$ cat src/rtl/muldiv_unit_if.sv
// Request/response bundle between the execute stage and the HI/LO multiply/divide unit.
interface muldiv_unit_if #(
    parameter int WIDTH = 32
) ();
    logic             start;
    logic [1:0]       op;
    logic [WIDTH-1:0] opr1;
    logic [WIDTH-1:0] opr2;
    logic [1:0]       write_opt;
    logic [WIDTH-1:0] write_data;
    logic [WIDTH-1:0] hi;
    logic [WIDTH-1:0] lo;
    logic             busy;
    logic             done;

    modport master (
        output start, op, opr1, opr2, write_opt, write_data,
        input  hi, lo, busy, done
    );

    modport slave (
        input  start, op, opr1, opr2, write_opt, write_data,
        output hi, lo, busy, done
    );
endinterface

$ cat src/rtl/muldiv_unit.sv
// HI/LO arithmetic unit: pipelined signed/unsigned multiply and iterative
// restoring signed/unsigned divide, with direct software writes to HI/LO.
module muldiv_unit #(
    parameter int WIDTH       = 32,
    parameter int MUL_LATENCY = 4
) (
    input  logic         clk,
    input  logic         rst,
    muldiv_unit_if.slave bus
);
    localparam int CNT_MAX = (WIDTH > MUL_LATENCY) ? WIDTH : MUL_LATENCY;
    localparam int CNT_W   = $clog2(CNT_MAX + 1);
    localparam int PW      = 2 * WIDTH;

    typedef enum logic [1:0] {
        ST_IDLE     = 2'd0,
        ST_MUL      = 2'd1,
        ST_DIV_ITER = 2'd2,
        ST_DIV_FIX  = 2'd3
    } state_t;

    state_t           state_q, state_d;
    logic [CNT_W-1:0] cnt_q, cnt_d;
    logic [PW-1:0]    pipe_q [MUL_LATENCY];
    logic [PW-1:0]    pipe_d [MUL_LATENCY];
    logic [WIDTH-1:0] quo_q, quo_d;
    logic [WIDTH-1:0] rem_q, rem_d;
    logic [WIDTH-1:0] dvs_q, dvs_d;
    logic [WIDTH-1:0] dividend_q, dividend_d;
    logic             quo_neg_q, quo_neg_d;
    logic             rem_neg_q, rem_neg_d;
    logic             div_zero_q, div_zero_d;
    logic [WIDTH-1:0] hi_q, hi_d;
    logic [WIDTH-1:0] lo_q, lo_d;
    logic             busy_q, busy_d;
    logic             done_q, done_d;

    // Datapath helpers: operand extension, product, magnitudes, divider step, sign fix-up.
    logic             mul_signed_s;
    logic             div_signed_s;
    logic [PW-1:0]    mul_a_s, mul_b_s, product_s;
    logic [WIDTH-1:0] abs1_s, abs2_s;
    logic [WIDTH:0]   shifted_s;
    logic [WIDTH-1:0] diff_s;
    logic             ge_s;
    logic [WIDTH-1:0] quo_fix_s, rem_fix_s;

    // Combinational arithmetic feeding the state update.
    always_comb begin
        mul_signed_s = (bus.op == 2'b00);
        div_signed_s = (bus.op == 2'b10);
        mul_a_s      = mul_signed_s ? {{WIDTH{bus.opr1[WIDTH-1]}}, bus.opr1}
                                    : {{WIDTH{1'b0}}, bus.opr1};
        mul_b_s      = mul_signed_s ? {{WIDTH{bus.opr2[WIDTH-1]}}, bus.opr2}
                                    : {{WIDTH{1'b0}}, bus.opr2};
        product_s    = mul_a_s * mul_b_s;
        abs1_s       = (div_signed_s && bus.opr1[WIDTH-1]) ? (~bus.opr1 + WIDTH'(1)) : bus.opr1;
        abs2_s       = (div_signed_s && bus.opr2[WIDTH-1]) ? (~bus.opr2 + WIDTH'(1)) : bus.opr2;
        // Partial remainder stays below the divisor, so the W-bit difference is exact.
        shifted_s    = {rem_q, quo_q[WIDTH-1]};
        ge_s         = (shifted_s >= {1'b0, dvs_q});
        diff_s       = shifted_s[WIDTH-1:0] - dvs_q;
        quo_fix_s    = quo_neg_q ? (~quo_q + WIDTH'(1)) : quo_q;
        rem_fix_s    = rem_neg_q ? (~rem_q + WIDTH'(1)) : rem_q;
    end

    // Next-state logic: direct writes first, then FSM; a completion overrides any write.
    always_comb begin
        state_d    = state_q;
        cnt_d      = cnt_q;
        pipe_d     = pipe_q;
        quo_d      = quo_q;
        rem_d      = rem_q;
        dvs_d      = dvs_q;
        dividend_d = dividend_q;
        quo_neg_d  = quo_neg_q;
        rem_neg_d  = rem_neg_q;
        div_zero_d = div_zero_q;
        hi_d       = hi_q;
        lo_d       = lo_q;
        busy_d     = busy_q;
        done_d     = 1'b0;

        if (bus.write_opt[0]) begin
            lo_d = bus.write_data;
        end else begin
            lo_d = lo_q;
        end
        if (bus.write_opt[1]) begin
            hi_d = bus.write_data;
        end else begin
            hi_d = hi_q;
        end

        case (state_q)
            ST_IDLE: begin
                if (bus.start) begin
                    busy_d = 1'b1;
                    if (bus.op[1]) begin
                        state_d    = ST_DIV_ITER;
                        cnt_d      = CNT_W'(WIDTH - 1);
                        quo_d      = abs1_s;
                        rem_d      = '0;
                        dvs_d      = abs2_s;
                        dividend_d = bus.opr1;
                        quo_neg_d  = div_signed_s && (bus.opr1[WIDTH-1] ^ bus.opr2[WIDTH-1]);
                        rem_neg_d  = div_signed_s && bus.opr1[WIDTH-1];
                        div_zero_d = (bus.opr2 == '0);
                    end else begin
                        state_d   = ST_MUL;
                        cnt_d     = CNT_W'(MUL_LATENCY - 1);
                        pipe_d[0] = product_s;
                    end
                end else begin
                    busy_d = 1'b0;
                end
            end
            ST_MUL: begin
                for (int i = 1; i < MUL_LATENCY; i++) begin
                    pipe_d[i] = pipe_q[i-1];
                end
                if (cnt_q == '0) begin
                    {hi_d, lo_d} = pipe_q[MUL_LATENCY-1];
                    busy_d       = 1'b0;
                    done_d       = 1'b1;
                    state_d      = ST_IDLE;
                end else begin
                    cnt_d = cnt_q - CNT_W'(1);
                end
            end
            ST_DIV_ITER: begin
                quo_d = {quo_q[WIDTH-2:0], ge_s};
                rem_d = ge_s ? diff_s : shifted_s[WIDTH-1:0];
                if (cnt_q == '0) begin
                    state_d = ST_DIV_FIX;
                end else begin
                    cnt_d = cnt_q - CNT_W'(1);
                end
            end
            ST_DIV_FIX: begin
                if (div_zero_q) begin
                    lo_d = '1;
                    hi_d = dividend_q;
                end else begin
                    lo_d = quo_fix_s;
                    hi_d = rem_fix_s;
                end
                busy_d  = 1'b0;
                done_d  = 1'b1;
                state_d = ST_IDLE;
            end
            default: begin
                state_d = ST_IDLE;
                busy_d  = 1'b0;
            end
        endcase
    end

    // State registers with asynchronous reset discarding any in-flight operation.
    always_ff @(posedge clk or posedge rst) begin
        if (rst) begin
            state_q    <= ST_IDLE;
            cnt_q      <= '0;
            for (int i = 0; i < MUL_LATENCY; i++) begin
                pipe_q[i] <= '0;
            end
            quo_q      <= '0;
            rem_q      <= '0;
            dvs_q      <= '0;
            dividend_q <= '0;
            quo_neg_q  <= 1'b0;
            rem_neg_q  <= 1'b0;
            div_zero_q <= 1'b0;
            hi_q       <= '0;
            lo_q       <= '0;
            busy_q     <= 1'b0;
            done_q     <= 1'b0;
        end else begin
            state_q    <= state_d;
            cnt_q      <= cnt_d;
            pipe_q     <= pipe_d;
            quo_q      <= quo_d;
            rem_q      <= rem_d;
            dvs_q      <= dvs_d;
            dividend_q <= dividend_d;
            quo_neg_q  <= quo_neg_d;
            rem_neg_q  <= rem_neg_d;
            div_zero_q <= div_zero_d;
            hi_q       <= hi_d;
            lo_q       <= lo_d;
            busy_q     <= busy_d;
            done_q     <= done_d;
        end
    end

    assign bus.hi   = hi_q;
    assign bus.lo   = lo_q;
    assign bus.busy = busy_q;
    assign bus.done = done_q;
endmodule

$ cat src/flat_wrapper.sv
// flat-port wrapper written by rule: the top's interface ports become plain ports
module muldiv_unit_flat 
#(
    parameter int WIDTH       = 32,
    parameter int MUL_LATENCY = 4
)
  (clk, rst, bus_start, bus_op, bus_opr1, bus_opr2, bus_write_opt, bus_write_data, bus_hi, bus_lo, bus_busy, bus_done);
  muldiv_unit_if #(.WIDTH(WIDTH)) bus_i ();
  input  logic clk;
  input  logic rst;
  input wire logic [$bits(bus_i.start)-1:0] bus_start;
  input wire logic [$bits(bus_i.op)-1:0] bus_op;
  input wire logic [$bits(bus_i.opr1)-1:0] bus_opr1;
  input wire logic [$bits(bus_i.opr2)-1:0] bus_opr2;
  input wire logic [$bits(bus_i.write_opt)-1:0] bus_write_opt;
  input wire logic [$bits(bus_i.write_data)-1:0] bus_write_data;
  output wire logic [$bits(bus_i.hi)-1:0] bus_hi;
  output wire logic [$bits(bus_i.lo)-1:0] bus_lo;
  output wire logic [$bits(bus_i.busy)-1:0] bus_busy;
  output wire logic [$bits(bus_i.done)-1:0] bus_done;
  assign bus_i.start = bus_start;
  assign bus_i.op = bus_op;
  assign bus_i.opr1 = bus_opr1;
  assign bus_i.opr2 = bus_opr2;
  assign bus_i.write_opt = bus_write_opt;
  assign bus_i.write_data = bus_write_data;
  assign bus_hi = bus_i.hi;
  assign bus_lo = bus_i.lo;
  assign bus_busy = bus_i.busy;
  assign bus_done = bus_i.done;
  muldiv_unit #(.WIDTH(WIDTH), .MUL_LATENCY(MUL_LATENCY)) u_core (.clk(clk), .rst(rst), .bus(bus_i));
endmodule
$ cat config.mk
export PLATFORM = sky130hd
export DESIGN_NAME = muldiv_unit_flat
export DESIGN_NICKNAME = d
export VERILOG_FILES = /design/src/rtl/muldiv_unit_if.sv /design/src/rtl/muldiv_unit.sv /design/src/flat_wrapper.sv
export SDC_FILE = /design/constraint.sdc
export NUM_CORES = 2
export LEC_CHECK = 0
export ABC_AREA = 1
export CORE_MARGIN = 3
export CORE_UTILIZATION = 50
export CTS_BUF_LIST = sky130_fd_sc_hd__clkbuf_4 sky130_fd_sc_hd__clkbuf_8
export CTS_CLUSTER_DIAMETER = 150
export DETAILED_ROUTE_END_ITERATION = 16
export GPL_TIMING_DRIVEN = 0
export PLACE_DENSITY_LB_ADDON = 0.3
export SYNTH_ARGS = -nofsm -noshare
export SYNTH_HDL_FRONTEND = slang
export SYNTH_SLANG_ARGS = --single-unit
$ cat constraint.sdc
create_clock -name clk -period 20.2 [get_ports clk]
set_clock_uncertainty 0.1 [all_clocks]
set_input_delay 4.04 -clock clk [delete_from_list [all_inputs] [get_ports clk]]
set_output_delay 4.04 -clock clk [all_outputs]
set_load 0.01 [all_outputs]
== After elaboration in Yosys (flattened, before gate mapping) ==
Index checks and enable logic that the tools add are counted.
W data, S select, Z words.
Storage, ports and cells
  bits of input ports: 103
  word-level logic and storage cells: 92
  bits in registers: 461
Operators by class
  add/sub/neg operators: 6
  $mul: 1
  reductions and logical operators: 17
  bitwise operators: 6
  magnitude comparators: 1
  multiplexer cells: 35
  equal/unequal tests: 9
Operator list (number)
  $mux W32: 15
  $pmux W32 S2: 4
  $add A32 B1 Y32 const B: 4
  $mux W64: 2
  $not A32 Y32: 4
  $mul A64 B64 Y64: 1
  $ge A33 B32 Y1: 1
  $logic_not A32 Y1: 1
  $sub A32 B32 Y32: 1
  $reduce_and A3 Y1: 5
  $mux W6: 2
  $pmux W6 S2: 1
  $mux W2: 4
  $pmux W2 S4: 1
  $eq A2 B2 Y1 const B: 3
  $logic_not A6 Y1: 1
  $ne A2 B2 Y1 const B: 3
  $sub A6 B1 Y6 const B: 1
  $mux W5: 1
  $logic_not A2 Y1: 2
  $ne A2 B1 Y1 const B: 2
  $reduce_bool A2 Y1: 2
  $logic_and A1 B1 Y1: 3
  $mux W1: 3
  8 further kinds: 8

== Depth between registers and ports, before layout ==
  depth after elaboration: 6
  gate-level depth with buffers: 42
  gate-level depth less buffers: 42

== Worst setup path before layout ==
No wires, ideal clock.
  path type: input port to flip-flop
  start: in bus_op[1]
  end: reg u_core.pipe_q[255] (netlist name)
  data required time: 19.982 ns
  stages on the path: 32
  setup slack: 7.486 ns
  buffers on the path: 2
  arrival time: 12.496 ns
  cell sequence: inv_2 -> nand2_2 -> buf_1 -> buf_1 -> nor2_1 -> fa_1 -> inv_1 -> fa_1 -> inv_1 -> fa_1 -> fa_1 -> fa_1 -> inv_1 -> fa_1 -> inv_1 -> fa_1 -> inv_1 -> fa_1 -> inv_1 -> fa_1 -> inv_1 -> fa_1 -> inv_1 -> ha_1 -> nand2_1 -> nor3_1 -> nand2_1 -> nor4_1 -> a21oi_1 -> nand3b_1 -> nand3_1 -> nand2_1
Between the ends
  cells in the longest elaborated chain, start to end: 3
  elaborated cells between the ends (all ways): 6
  those cells by class: 1 x mul; 2 x mux; 1 x bitwise; 2 x reduce/logical
Ends and longest elaborated chain
  start: declaration: RTL line flat_wrapper.sv:12  | input wire logic [$bits(bus_i.op)-1:0] bus_op;
  $logic_not A2 Y1: RTL line muldiv_unit.sv:50  | mul_signed_s = (bus.op == 2'b00);
  $mux W64, on equally long branches: RTL line muldiv_unit.sv:52, muldiv_unit.sv:54
  $mul A64 B64 Y64: RTL line muldiv_unit.sv:56  | product_s = mul_a_s * mul_b_s;
  end signal: assignment: RTL line muldiv_unit.sv:181  | pipe_q <= pipe_d;
  end: declaration: RTL line muldiv_unit.sv:24  | logic [PW-1:0] pipe_q [MUL_LATENCY];
Parallel ways exist; a longest one is shown, timed or not.
A chain may end at the register's enable or synchronous reset.

== Final worst setup path ==
Ends and elaborated chain as after synthesis.

==> flow_metrics.py <==
metrics = {
    "run_status": {
        "status": "finished, violations left",
        "violations": "capacitance limit, slew limit",
    },
    "worst_hold_path": {
        "hold_class": "register to register",
        "min_path_cells": 2,
        "min_to": "u_core.pipe_q[87]$_DFFE_PP0P_",
        "worstHoldStart": "u_core.pipe_q[87]$_DFFE_PP0P_",
    },
    "timing": {
        "fin_ws_ns": 4.33,
        "tns_ns": 0,
        "fin_crit_ns": 15.87,
        "slew_headroom_pct": -1.94,
        "period_share_pct": 78.6,
        "fmaxAchievable_ghz": 0.0630,
        "setup_viol": 0,
        "hold_viol": 0,
        "worst_pin_slew_ns": 1.53,
        "rsz0062_at_grt": "false",
        "report.final.slew_viol_count": 19,
    },
    "clock_tree": {
        "cts.repair.resized": 0,
        "cts_tree": "yes",
        "postCtsHoldBufs": 0,
        "cts_buffers": 69,
        "clkTransAtPathRegs_ns": 0.07,
        "cts-root-buf": "clkbuf_8",
        "cts_setup_buffers": 0,
        "cts.sinks": 461,
        "clock_path_buffers": 3,
        "htree_levels": 3,
        "clkLatencyLatePin_ns": 0.73,
    },
    "placed_design": {
        "post-place-ws_ns": 3.85,
        "place_congestion": 1.04,
        "dp_hpwl_mm": 261,
        "portBuffers": 110,
        "place_area_um2": 78200,
    },
    "synthesis": {
        "yosys.area_share.simple_pct": 18.6,
        "synth-xor-area-share_pct": 1.03,
        "syn-num-nets": 11264,
        "synth_area_um2": 74600,
        "yosysWarnings": 0,
        "synth_ff_type": "dfrtp_1",
        "synthAdderAreaFrac_pct": 44.0,
        "synthMuxAreaShare_pct": 0.255,
        "synth_top_family_by_area": "adder cells",
        "synth.distinct_cells": 70,
        "synth_compound_area_share_pct": 5.86,
        "ys_async_sr_fraction_pct": 100,
        "synth_enable_flop_cells": 0,
        "avgSynthCellArea_um2": 7.94,
        "ys_seq_area_share_pct": 15.5,
        "synth_cells": 9390,
        "synth-seq-cells": 461,
    },
    "setup_path": {
        "crit_required_ns": 20.68,
        "arrival_ns": 16.35,
        "path_class": "input pin to register",
        "ff2ff_setup_slack_ns": 16.75,
        "slowest_stage": "fa_1",
        "worstReg2RegStart": "u_core.state_q[0]$_DFFE_PP0P_",
        "reg2reg_to": "u_core.rem_q[28]$_DFFE_PP0P_",
        "cpMostUsedCell": "fa_1",
        "max_stage_delay_ns": 1.05,
        "cp_max_fo": 10,
        "reg2regPathDepth": 11,
        "critPathCaptureType": "register",
        "start_kind": "input pin",
    },
    "die": {
        "die-height_um": 392,
        "die_width_um": 392,
        "core_um2": 148000,
        "io_pins": 169,
        "initial_core_util_pct": 50.4,
        "placementRows": 141,
        "dieArea_um2": 154000,
    },
    "drt": {
        "drtIter0Drc": 6384,
        "drc": 0,
        "wl_per_cell_um": 26.7,
        "first_pass_iters": 14,
        "totalWireLength_mm": 309,
        "vias_per_cell": 5.52,
        "vias": 63903,
        "final_antenna_net_count": 0,
    },
    "grt": {
        "grt_start_max_net_pins": 127,
        "grt_overflow": 0,
        "grt_pass1_wl_mm": 449,
        "grt_use_total_pct": 41.1,
        "first_global_vias": 66982,
        "grt_antenna_before_repair": 30,
    },
    "cells_and_area": {
        "fin_util_pct": 54.0,
        "final_cell_mix": "nand2_1, inv_1, fa_1",
        "fill_cells": 14317,
        "final_common_cell": "nand2_1",
        "area_growth_pct": 7.07,
        "seq_area_um2": 11500,
        "multi_input_area_um2": 52100,
        "drive_gt1_share_pct": 3.02,
        "layout.nets": 11451,
        "stdcell_area_um2": 79800,
    },
    "run": {
        "maxCapViolCount": 2,
    },
}
## final cells by class
| class | count | share of cell area, % |
|---|---|---|
| antenna | 17 | 0.0533 |
| inverter | 2484 | 11.7 |
| clock buffer | 105 | 1.66 |
| sequential | 461 | 14.5 |
| clock inverter | 19 | 0.266 |
| buffer | 412 | 2.07 |
| multi-input combinational | 6033 | 65.2 |
| timing repair buffer | 116 | 1.57 |
| tap | 1930 | 3.03 |
## state kept, by name, indices dropped and copies added (netlist names)
name and count:
u_core.bus.lo 32, u_core.pipe_q 256, u_core.bus.done 1, u_core.quo_neg_q 1, u_core.dividend_q 32, u_core.div_zero_q 1
u_core.cnt_q 6, u_core.state_q 2, u_core.rem_neg_q 1, u_core.bus.hi 32, u_core.quo_q 32, u_core.dvs_q 32
u_core.bus.busy 1, u_core.rem_q 32
## metal layers
layer / vias to the layer above / wire, um / global-route usage, %
li1: 27777 / - / -
met1: 31984 / 112000 / 48.7
met2: 3159 / 139000 / 65.3
met3: 971 / 27900 / 9.03
met4: 12 / 29900 / 31.5
met5: - / 85 / 0.0638
## Yosys cell counts (3+ instances only)
master	number	area (um^2)
xor2_1	48	420
o2111ai_1	3	26.3
nand3_1	314	1570
xnor2_1	40	350
nor3_1	48	240
a221oi_1	4	35.0
a21oi_1	170	851
a21o_1	13	97.6
nand3_2	3	30.0
buf_6	6	67.6
nor2_4	3	33.8
o21bai_1	17	128
nor3_2	8	80.1
a2bb2oi_1	3	26.3
fa_1	1420	28400
mux2i_1	19	190
nor2_2	14	87.6
a22oi_1	28	210
dfrtp_1	461	11500
or2_1	5	31.3
o22ai_1	11	68.8
inv_1	2470	9270
o31ai_1	13	97.6
a31oi_1	24	150
nand2_2	5	31.3
a211oi_1	3	22.5
clkbuf_1	262	983
o221ai_1	56	490
o21a_1	8	60.1
nor3_4	6	97.6
nand3b_1	22	165
o211ai_1	26	195
nor2_1	378	1420
buf_1	105	394
nand4_1	38	238
nand2_1	2523	9470
a21oi_2	4	35.0
inv_2	12	45.0
buf_2	37	185
a21boi_0	7	52.6
nor4_1	8	50.1
o21ai_1	18	90.1
or2_2	34	213
o21ai_0	308	1540
ha_1	351	4390
## cells by family (layout without fill, tap and decap cells)
kind of cell             Yosys count  after routing
AO/OA/AOI/OAI                    734            734
XOR/XNOR                          88             88
adder cells (fa/ha/maj)         1771           1771
buffers and inverters           2896           3136
flip-flops                       461            461
multiplexers                      19             19
other                              0             17
AND/OR/NAND/NOR                 3421           3421
## worst max path at each step
| stage | from | endpoint | slack, ns | cells after the start |
|---|---|---|---|---|
| 3_5_place_dp | bus_op[1] | u_core.pipe_q[255]$_DFFE_PP0P_ | 3.85 | 33 |
| 3_3_place_gp | rst | u_core.dvs_q[10]$_DFFE_PP0P_ | -2.32 | 2 |
| 4_1_cts | bus_op[1] | u_core.pipe_q[255]$_DFFE_PP0P_ | 4.63 | 33 |
| 5_1_grt | bus_op[1] | u_core.pipe_q[255]$_DFFE_PP0P_ | 4.04 | 33 |
| 2_1_floorplan | rst | u_core.bus.busy$_DFFE_PP0P_ | 3.21 | 1 |
| 6_report | bus_op[1] | u_core.pipe_q[255]$_DFFE_PP0P_ | 4.33 | 33 |
## critical path: cells and delay by family
| kind | cells | cell delay [ns] |
|---|---|---|
| buf+inv | 12 | 2.83 |
| simple gates | 9 | 2.24 |
| fa+ha+maj | 11 | 6.86 |
| compound gates | 1 | 0.26 |
## stage by stage
stage | hold WS [ns] | cells
detailed placement | 0.359 | 11435
finish | 0.372 | 11577
global route | 0.390 | 11563
floorplan | 0.342 | 9390
CTS | 0.370 | 11559
global placement | 0.355 | 11430
Power is not shown: default switching activity piles up to over one toggle a cycle in this logic, so the estimate is an artifact.
